### src/rtl/mod_hex_frame_latch_pkg.sv
// Shared VGA timing constants and staging-register state encoding for the hex overlay path.
package mod_hex_frame_latch_pkg;
  localparam int PIX_W    = 10;
  localparam int H_ACTIVE = 640;
  localparam int V_ACTIVE = 480;
  localparam int H_TOTAL  = 800;
  localparam int V_TOTAL  = 525;
  localparam int BYTES    = 8;

  typedef enum logic [1:0] {
    EMPTY = 2'd0,
    HELD  = 2'd1
  } latch_state_e;
endpackage

### src/rtl/mod_hex_frame_latch_vblank.sv
// One-shot vblank-start pulse from the encoder's x/y; stalled positions yield a single pulse.
module mod_vblank_pulse
  import mod_hex_frame_latch_pkg::*;
#(
  parameter int V_ACTIVE = 480
) (
  input  logic             gclk,
  input  logic             grst_n,
  input  logic [PIX_W-1:0] pix_x,
  input  logic [PIX_W-1:0] pix_y,
  output logic             vb_start
);
  logic hit, hit_q;

  assign hit = (pix_y == PIX_W'(V_ACTIVE)) && (pix_x == '0);

  always_ff @(posedge gclk or negedge grst_n) begin
    if (!grst_n) hit_q <= 1'b0;
    else         hit_q <= hit;
  end

  assign vb_start = hit & ~hit_q;
endmodule

### src/rtl/mod_hex_frame_latch.sv
// Tear-free staging register: accepts a 64-bit value any time, shows it only from vblank start.
module mod_hex_frame_latch
  import mod_hex_frame_latch_pkg::*;
#(
  parameter int H_ACTIVE    = 640,
  parameter int V_ACTIVE    = 480,
  parameter int FRAME_CNT_W = 16
) (
  input  logic                   in_clk_25_175_mhz,
  input  logic                   in_reset_n,
  input  logic [PIX_W-1:0]       in_pix_x,
  input  logic [PIX_W-1:0]       in_pix_y,
  input  logic                   in_valid,
  output logic                   out_ready,
  input  logic [63:0]            in_data,
  output logic [7:0]             out_data0,
  output logic [7:0]             out_data1,
  output logic [7:0]             out_data2,
  output logic [7:0]             out_data3,
  output logic [7:0]             out_data4,
  output logic [7:0]             out_data5,
  output logic [7:0]             out_data6,
  output logic [7:0]             out_data7,
  output logic                   out_commit,
  output logic [FRAME_CNT_W-1:0] out_frame_count
);
  // Geometry must fit the 10-bit pixel coordinates.
  if (H_ACTIVE >= (1 << PIX_W) || V_ACTIVE >= (1 << PIX_W)) begin : g_bad_geom
    $error("mod_hex_frame_latch: active area exceeds pixel coordinate width");
  end

  latch_state_e                state_q;
  logic [63:0]                 buf_q;
  logic [BYTES-1:0][7:0]       dat_q;
  logic                        commit_q;
  logic [FRAME_CNT_W-1:0]      frame_cnt_q;
  logic                        vb_start;

  mod_vblank_pulse #(.V_ACTIVE(V_ACTIVE)) u_vblank (
    .gclk     (in_clk_25_175_mhz),
    .grst_n   (in_reset_n),
    .pix_x    (in_pix_x),
    .pix_y    (in_pix_y),
    .vb_start (vb_start)
  );

  always_ff @(posedge in_clk_25_175_mhz or negedge in_reset_n) begin
    if (!in_reset_n) begin
      state_q     <= EMPTY;
      buf_q       <= '0;
      dat_q       <= '0;
      commit_q    <= 1'b0;
      frame_cnt_q <= '0;
    end else begin
      commit_q <= 1'b0;
      if (vb_start) frame_cnt_q <= frame_cnt_q + FRAME_CNT_W'(1);
      case (state_q)
        // A vblank coinciding with the load is ignored: the value waits a full frame.
        EMPTY: if (in_valid) begin
          buf_q   <= in_data;
          state_q <= HELD;
        end
        HELD: if (vb_start) begin
          dat_q    <= buf_q;
          commit_q <= 1'b1;
          state_q  <= EMPTY;
        end
        default: state_q <= EMPTY;
      endcase
    end
  end

  assign out_ready       = (state_q == EMPTY);
  assign out_commit      = commit_q;
  assign out_frame_count = frame_cnt_q;
  assign out_data0       = dat_q[7];
  assign out_data1       = dat_q[6];
  assign out_data2       = dat_q[5];
  assign out_data3       = dat_q[4];
  assign out_data4       = dat_q[3];
  assign out_data5       = dat_q[2];
  assign out_data6       = dat_q[1];
  assign out_data7       = dat_q[0];
endmodule

### config.mk
export PLATFORM = sky130hd
export DESIGN_NAME = mod_hex_frame_latch
export DESIGN_NICKNAME = d
export VERILOG_FILES = /design/src/rtl/mod_hex_frame_latch_pkg.sv /design/src/rtl/mod_hex_frame_latch_vblank.sv /design/src/rtl/mod_hex_frame_latch.sv
export SDC_FILE = /design/constraint.sdc
export NUM_CORES = 1
export LEC_CHECK = 0
export CAP_MARGIN = 5
export CORE_ASPECT_RATIO = 0.7
export CORE_MARGIN = 5
export CORE_UTILIZATION = 51
export DETAILED_ROUTE_END_ITERATION = 8
export PLACE_DENSITY = 0.94
export RECOVER_POWER = 100
export SYNTH_ARGS = -nofsm -noshare
export SYNTH_HDL_FRONTEND = slang
export SYNTH_HIERARCHICAL = 1
export SYNTH_SLANG_ARGS = --single-unit
### constraint.sdc
create_clock -name in_clk_25_175_mhz -period 2.6 [get_ports in_clk_25_175_mhz]
set_input_delay 0.52 -clock in_clk_25_175_mhz [delete_from_list [all_inputs] [get_ports in_clk_25_175_mhz]]
set_output_delay 0.52 -clock in_clk_25_175_mhz [all_outputs]
set_load 0.01 [all_outputs]
Yosys cells after proc, flatten, opt, wreduce, memory -nomap -nowiden
Cells that the tools add are included.

Bits in registers: 148. Bits in latches: 0. RAM bits: 0. Bits in read-only memories: 0. Output and inout port bits: 82. Memories: 0.

Add/sub/neg operators: 1. $mul: 0. Div/mod/pow operators: 0. $lt $le $gt $ge: 0. Eq/ne operators: 4. Shift-type cells: 0. Multiplexer cells: 5. Bitwise operators: 2. Reductions and logical operators: 6.

Operators by type and width (count): $add 16x1->16 const B (1); $eq 10x9->1 const B (1); $logic_not 10->1 (1); $reduce_and 2->1 (3); $mux 2 (2); $pmux 2 s2 (1); $eq 2x1->1 const B (1); $logic_not 2->1 (1); $mux 1 (2); $ne 2x1->1 const B (1); $ne 2x2->1 const B (1); $and 1x1->1 (1); $logic_and 1x1->1 (1); $not 1->1 (1).

Longest topological paths before layout
Gate-level depths: netlist of the first run.

Depth in word-level cells: 5. Depth in mapped cells: 8. Gate-level depth less buffers: 6.

Hierarchy
Netlist of the first run, hierarchy kept.

Modules (own cells, without submodules): mod_hex_frame_latch (instances 1, cells each 340, area each 5586.6 µm²); mod_vblank_pulse (instances 1, cells each 10, area each 103.8 µm²).

Worst setup path before layout of the first run
Ideal clock, no wire load.

Path type: in2reg. Start point: input in_pix_x[5]. End point: register dat_q, in the netlist out_data0[5]. Data arrival time: 1.881 ns. Required time: 2.475 ns. Setup slack: 0.594 ns. Cell stages on the path: 8. Cells stage by stage: nor4_2 nand2_1 nor3_2 buf_4 nand2_2 inv_2 buf_4 mux2_2.

Word-level cells in the longest chain between the ends: 4.

RTL lines: start: declaration (line mod_hex_frame_latch.sv:11) `input logic [PIX_W-1:0] in_pix_x,`; $logic_not 10->1 (line mod_hex_frame_latch_vblank.sv:15) `assign hit = (pix_y == PIX_W'(V_ACTIVE)) && (pix_x == '0);`; $logic_and 1x1->1 (line mod_hex_frame_latch_vblank.sv:15); $and 1x1->1 (line mod_hex_frame_latch_vblank.sv:22) `assign vb_start = hit & ~hit_q;`; via vb_start (line mod_hex_frame_latch.sv:37) `logic vb_start;`; $reduce_and 2->1 (no line); end signal: assignment (line mod_hex_frame_latch.sv:64) `dat_q <= buf_q;`; end: declaration (line mod_hex_frame_latch.sv:34) `logic [BYTES-1:0][7:0] dat_q;`.

The timed path passes the listed nets, and every way through them passes these cells. A chain may end at the register's enable or synchronous reset.

Final worst setup path of the first run
Start point: input in_pix_x[9]. End point: register dat_q, in the netlist out_data1[4].

Same word-level chain as after synthesis.

==> qor.yml, run 1 <==
setup_path:
  slowest_stage: "inv_1"
  cp_max_fo: 17
  crit_buf_inv: 2
  slowest_delay_ns: 0.51
  startpoint: "in_pix_x[9]"
  crit_cells: 7
  worstPathRequired_ns: 2.89
  criticalPathCategory: "in2reg"
  end_kind: "register"
  reg2reg_slack_ns: 0.72
  crit_chain: "clkdlybuf4s50_1, nor4_1, nand3_1, nor3_2, nand2_1, inv_1, mux2_2"
  worstPathArrival_ns: 2.66
  worstReg2RegStart: "state_q[0]$_DFFE_PN0P_"
  cp-start-kind: "input pin"
  crit_family: "buffers and inverters"
  r2r-end: "buf_q[38]$_DFFE_PN0P_"
  reg2reg_depth: 3
global_routing:
  antenna_found_initial: 0
  grt_pass1_wl_um: 21800
  grt_usage: 0.211
  overflow: 0
  grt_max_degree: 53
  grt_pass1_vias: 4082
power_and_ir_drop:
  totalPowerFinal_mw: 5.18
  vdd_drop_max_mv: 0.453
  power_density_nw_per_um2: 643
  p_leak_nw: 4.01
timing:
  period_minus_slack_ns: 2.38
  setup_viol: 0
  setup_ws_ns: 0.221
  fmax_ghz: 0.420
  hold_viol: 0
  skew_ns: 0.00921
  slew_viol_final: 0
  slew_headroom: 0.255
  worst_pin_slew_ns: 1.12
  fin_crit_sh: 0.915
  rsz0062_at_grt: "no"
floorplan:
  core.rowCount: 32
  boundaryPins: 169
  coreArea_um2: 11000
  dieArea_um2: 13400
  initial_core_util: 0.519
  die_w_um: 136
  die_h_um: 98.4
clocking:
  post_cts_buffers: 0
  path_clk_slew_ns: 0.07
  cts_root_buf: "clkbuf_16"
  cts_tree: "done"
  htreeDepth: 4
  cts_buffers: 17
  cts_hold_buf: 0
  clock-sinks: 147
  clk_latency_ns: 0.41
  cts_resized: 0
  cts_buffer_depth: 2
place:
  hpwlAfterDp_um: 9210
  port_buffers: 168
  pre_cts_slack_ns: -0.116
  gp_congestion: 0.765
  numPlacedInstances: 664
yosys:
  synth-simple-area-share: 0.0530
  synth_compound_area_frac: 0
  yosysWarnings: 6
  synthXorXnorAreaFrac: 0.0231
  synth_cell_types: 24
  synthCells: 350
  synth_top_family_by_area: "multiplexers"
  yosys-mux-area-fraction: 0.255
  synthAdderAreaFrac: 0.00220
  synth-seq-area-share: 0.646
  postSynthAreaPerCell_um2: 16.3
  syn-num-nets: 438
  synth_area_um2: 5690
  synth_seq_cells: 147
final_layout:
  nNetsFinal: 618
  final_cell_mix: "dfrtp_1, mux2_2, clkdlybuf4s50_1"
  num_antenna_cells: 0
  filler_cell_count: 714
  drive_above_1_share: 0.322
  stdcell_count: 696
  area_delta_synth_final_pct: 41.6
  mostFrequentLayoutCell: "dfrtp_1"
run:
  max_cap_violations: 0
detailed_routing:
  drt_iter0_drc: 96
  drc: 0
  num_vias: 3571
  totalWireLength_um: 13300
  dr.pass1.iters: 4
  wl_per_cell_um: 19.1
  drt.antenna.violating_nets: 0
  routed_via_density: 5.13
hold_path:
  hold_class: "in2async"
status:
  status: "completed"
[registers in the layout (all words and copies together), names as in the netlist, 8 cells and up]
name             cells
buf_q               64
out_data0            8
out_data1            8
out_data2            8
out_data3            8
out_data4            8
out_data5            8
out_data6            8
out_data7            8
out_frame_count     16
[final cells by class]
type | instances | area [µm²] | share of cell area
timing repair buffer | 176 | 1720 | 0.213
multi-input combinational | 183 | 1860 | 0.231
tap | 153 | 191 | 0.0238
clock buffer | 18 | 439 | 0.0545
sequential | 147 | 3680 | 0.456
clock inverter | 14 | 150 | 0.0186
inverter | 5 | 18.8 | 0.00233
[per-stage QoR]
step                      setup TNS, ns  utilization  hold WS, ns  instance area [µm²]
after floorplan                       0            -        0.224                 5690
after global placement                0        0.689        0.461                 7560
after detailed placement         -0.354        0.689        0.476                 7560
after CTS                             0        0.743       0.0322                 8150
after global routing                  0        0.735        0.414                 8060
final                                 0        0.735        0.317                 8060
[Yosys cell counts]
| cell type | number | area, µm² |
|---|---|---|
| nor2b_1 | 1 | 6.26 |
| and4b_1 | 1 | 10.0 |
| inv_2 | 1 | 3.75 |
| buf_4 | 3 | 22.5 |
| xor2_1 | 10 | 87.6 |
| nor4_2 | 6 | 75.1 |
| buf_2 | 10 | 50.1 |
| nor4b_2 | 1 | 15.0 |
| nor4_1 | 2 | 12.5 |
| nand2_2 | 1 | 6.26 |
| nor2_1 | 4 | 15.0 |
| buf_6 | 2 | 22.5 |
| inv_1 | 4 | 15.0 |
| nor3_2 | 1 | 10.0 |
| nor4_4 | 1 | 21.3 |
| dfrtp_1 | 147 | 3680 |
| mux2_2 | 129 | 1450 |
| nor3_1 | 4 | 20.0 |
| xnor2_1 | 5 | 43.8 |
| nand4_1 | 5 | 31.3 |
| nand2_1 | 7 | 26.3 |
| ha_1 | 1 | 12.5 |
| nand3_1 | 2 | 10.0 |
| nand4_4 | 2 | 42.5 |
[worst register-to-register path, stage by stage (launching register included)]
cell and delay, ns:
dfrtp_1 0.41, nor2b_1 0.16, clkbuf_2 0.74, mux2_1 0.43
[worst max-delay path by stage]
stage	slack [ns]	end
after floorplan	0.59	out_data0[5]$_DFFE_PN0P_
after global placement	0.05	out_frame_count[15]$_DFFE_PN0P_
after detailed placement	-0.12	out_frame_count[15]$_DFFE_PN0P_
after CTS	0.24	out_frame_count[12]$_DFFE_PN0P_
after global routing	0.08	buf_q[22]$_DFFE_PN0P_
final	0.22	out_data1[4]$_DFFE_PN0P_
[power breakdown]
part | leakage (nW) | internal (mW) | total (mW) | switching, mW
Sequential | 1.94 | 2.40 | 2.46 | 0.0571
Clock | 0.284 | 1.45 | 2.42 | 0.974
Combinational | 1.79 | 0.198 | 0.295 | 0.0970
[kinds of logic after synthesis]
family / Yosys count
xor+xnor: 15
fa+ha+maj: 1
buf+inv: 20
flops: 147
mux: 129
simple gates: 38
[metal layers]
| metal | GRT usage | share of wire |
|---|---|---|
| met5 | 0 | 0 |
| met4 | 0.0790 | 0.019 |
| met1 | 0.263 | 0.41 |
| met3 | 0.0582 | 0.056 |
| met2 | 0.353 | 0.51 |
No activity file was read; power rests on OpenSTA's default activity.
==> run 2, diff against run 1 <==
--- a/config.mk
+++ b/config.mk
@@ -9,8 +9,9 @@
 export CORE_ASPECT_RATIO = 0.7
 export CORE_MARGIN = 5
 export CORE_UTILIZATION = 51
+export CTS_CLUSTER_SIZE = 12
 export DETAILED_ROUTE_END_ITERATION = 8
-export PLACE_DENSITY = 0.94
+export PLACE_DENSITY = 0.86
 export RECOVER_POWER = 100
 export SYNTH_ARGS = -nofsm -noshare
 export SYNTH_HDL_FRONTEND = slang
==> run 2 against run 1 <==
The flow now finishes with violations (max-capacitance violations, max-slew violations). Final area rose by 1.0%. Via count is 2.9% lower. Worst hold slack improved by 0.17 ns. Combinational power about the same. Utilization increased by 0.76 points. Clock power grew 12%. Critical path type unchanged. Largest cell class unchanged.
==> qor.yml, run 2 (same netlist as run 1, synthesis figures left out) <==
floorplan:
  initial_core_util: 0.519
  die_h_um: 98.4
  core.rowCount: 32
  dieArea_um2: 13400
  die_w_um: 136
  coreArea_um2: 11000
  boundaryPins: 169
clocking:
  cts_tree: "done"
  clock-sinks: 147
  htreeDepth: 4
  cts_resized: 0
  post_cts_buffers: 0
  cts_hold_buf: 0
  cts_buffers: 17
  path_clk_slew_ns: 0.06
  cts_buffer_depth: 2
  cts_root_buf: "clkbuf_16"
  clk_latency_ns: 0.40
power_and_ir_drop:
  power_density_nw_per_um2: 670
  vdd_drop_max_mv: 0.614
  p_leak_nw: 4.04
timing:
  fmax_ghz: 0.445
  fin_crit_sh: 0.864
  worst_pin_slew_ns: 1.52
  setup_viol: 0
  hold_ws_ns: 0.488
  period_minus_slack_ns: 2.25
  slew_viol_final: 62
  slew_headroom: -0.0136
  rsz0062_at_grt: "no"
  skew_ns: 0.00692
  hold_viol: 0
final_layout:
  filler_cell_count: 716
  regArea_um2: 3680
  final_cell_mix: "dfrtp_1, mux2_2, clkdlybuf4s50_1"
  final_area_um2: 8140
  regMostFlops: "buf_q"
  drive_above_1_share: 0.314
  mostFrequentLayoutCell: "dfrtp_1"
  area_delta_synth_final_pct: 43.1
  num_antenna_cells: 0
  largest_register_ffs: 64
  multi_input_area_um2: 1850
  nNetsFinal: 620
global_routing:
  grt_max_degree: 63
  grt_pass1_wl_um: 20800
  grt_pass1_vias: 3924
  antenna_found_initial: 0
  overflow: 0
  grt_usage: 0.200
setup_path:
  crit_buf_inv: 2
  slowest_delay_ns: 0.41
  worstPathRequired_ns: 2.92
  cp-start-kind: "input pin"
  crit_family: "simple AND/OR/NAND/NOR gates"
  cp_max_fo: 8
  end_kind: "register"
  worstPathArrival_ns: 2.57
  crit_chain: "clkdlybuf4s50_1, nor4b_1, nand3_1, nor3_2, buf_4, nand4_4, nor4_1, xor2_1"
  slowest_stage: "clkdlybuf4s50_1"
  criticalPathCategory: "in2reg"
status:
  status: "finished, violations left"
  violations: "max-capacitance violations, max-slew violations"
hold_path:
  hold_class: "in2async"
place:
  hpwlAfterDp_um: 8720
  gp_congestion: 0.747
  placed_cell_area_um2: 7590
  port_buffers: 168
detailed_routing:
  route.met3.wl_um: 1110
  drc: 0
  wl_met1_um: 5030
  routed_via_density: 4.98
  drt_iter0_drc: 108
  totalWireLength_um: 12500
  met2_length_um: 6250
  num_vias: 3469
  wl_per_cell_um: 17.9
  dr.pass1.iters: 4
  routed.top_layer: "met4"
  drt.antenna.violating_nets: 0
run:
  max_cap_violations: 1
[run 2: cell types whose count changed in the layout (fill, tap and decap cells not counted), sizes merged]
cell / before / now
inv: 10 / 7
clkinvlp: 3 / 2
clkinv: 4 / 3
bufinv: 2 / 6
buf: 3 / 4
clkbuf: 24 / 25
[run 2: final cells by class]
cell class	count	area share
clock inverter	13	0.0284
sequential	147	0.452
timing repair buffer	178	0.214
clock buffer	18	0.0527
tap	153	0.0235
multi-input combinational	183	0.227
inverter	5	0.00230
[run 2: final timing paths]
| path | start | endpoint | slack, ns | depth (start not counted) |
|---|---|---|---|---|
| max | in_pix_y[9] | out_frame_count[15]$_DFFE_PN0P_ | 0.35 | 8 |
| min reg2reg | out_frame_count[15]$_DFFE_PN0P_ | out_frame_count[15]$_DFFE_PN0P_ | 0.49 | 1 |
| min | in_reset_n | buf_q[55]$_DFFE_PN0P_ | 0.49 | 1 |
| min in group in_clk_25_175_mhz | out_frame_count[15]$_DFFE_PN0P_ | out_frame_count[15]$_DFFE_PN0P_ | 0.49 | 1 |
| max reg2reg | state_q[0]$_DFFE_PN0P_ | buf_q[46]$_DFFE_PN0P_ | 0.74 | 3 |
| max in group asynchronous | in_reset_n | out_data2[3]$_DFFE_PN0P_ | 0.68 | 2 |
[run 2: routing by layer]
| metal | global-route usage | up-vias |
|---|---|---|
| met4 | 0.0473 | 0 |
| met2 | 0.325 | 104 |
| met3 | 0.0927 | 10 |
| li1 | - | 1602 |
| met5 | 0 | - |
| met1 | 0.246 | 1753 |
[run 2: metrics by stage]
step / std cells / setup WS (ns) / utilization / setup TNS [ns] / power [mW]
6_report: 697 / 0.353 / 0.742 / 0 / 5.45
5_1_grt: 697 / 0.201 / 0.742 / 0 / 5.67
4_1_cts: 697 / 0.350 / 0.752 / 0 / 5.52
3_5_place_dp: 666 / -0.0733 / 0.692 / -0.177 / 2.80
3_3_place_gp: 666 / 0.0824 / 0.692 / 0 / 2.78
2_1_floorplan: 350 / 0.594 / - / 0 / 2.59
[run 2: where the power goes]
group / switching (mW) / internal (mW) / total, mW
Combinational: 0.0940 / 0.200 / 0.294
Clock: 0.903 / 1.80 / 2.70
Sequential: 0.0542 / 2.40 / 2.46
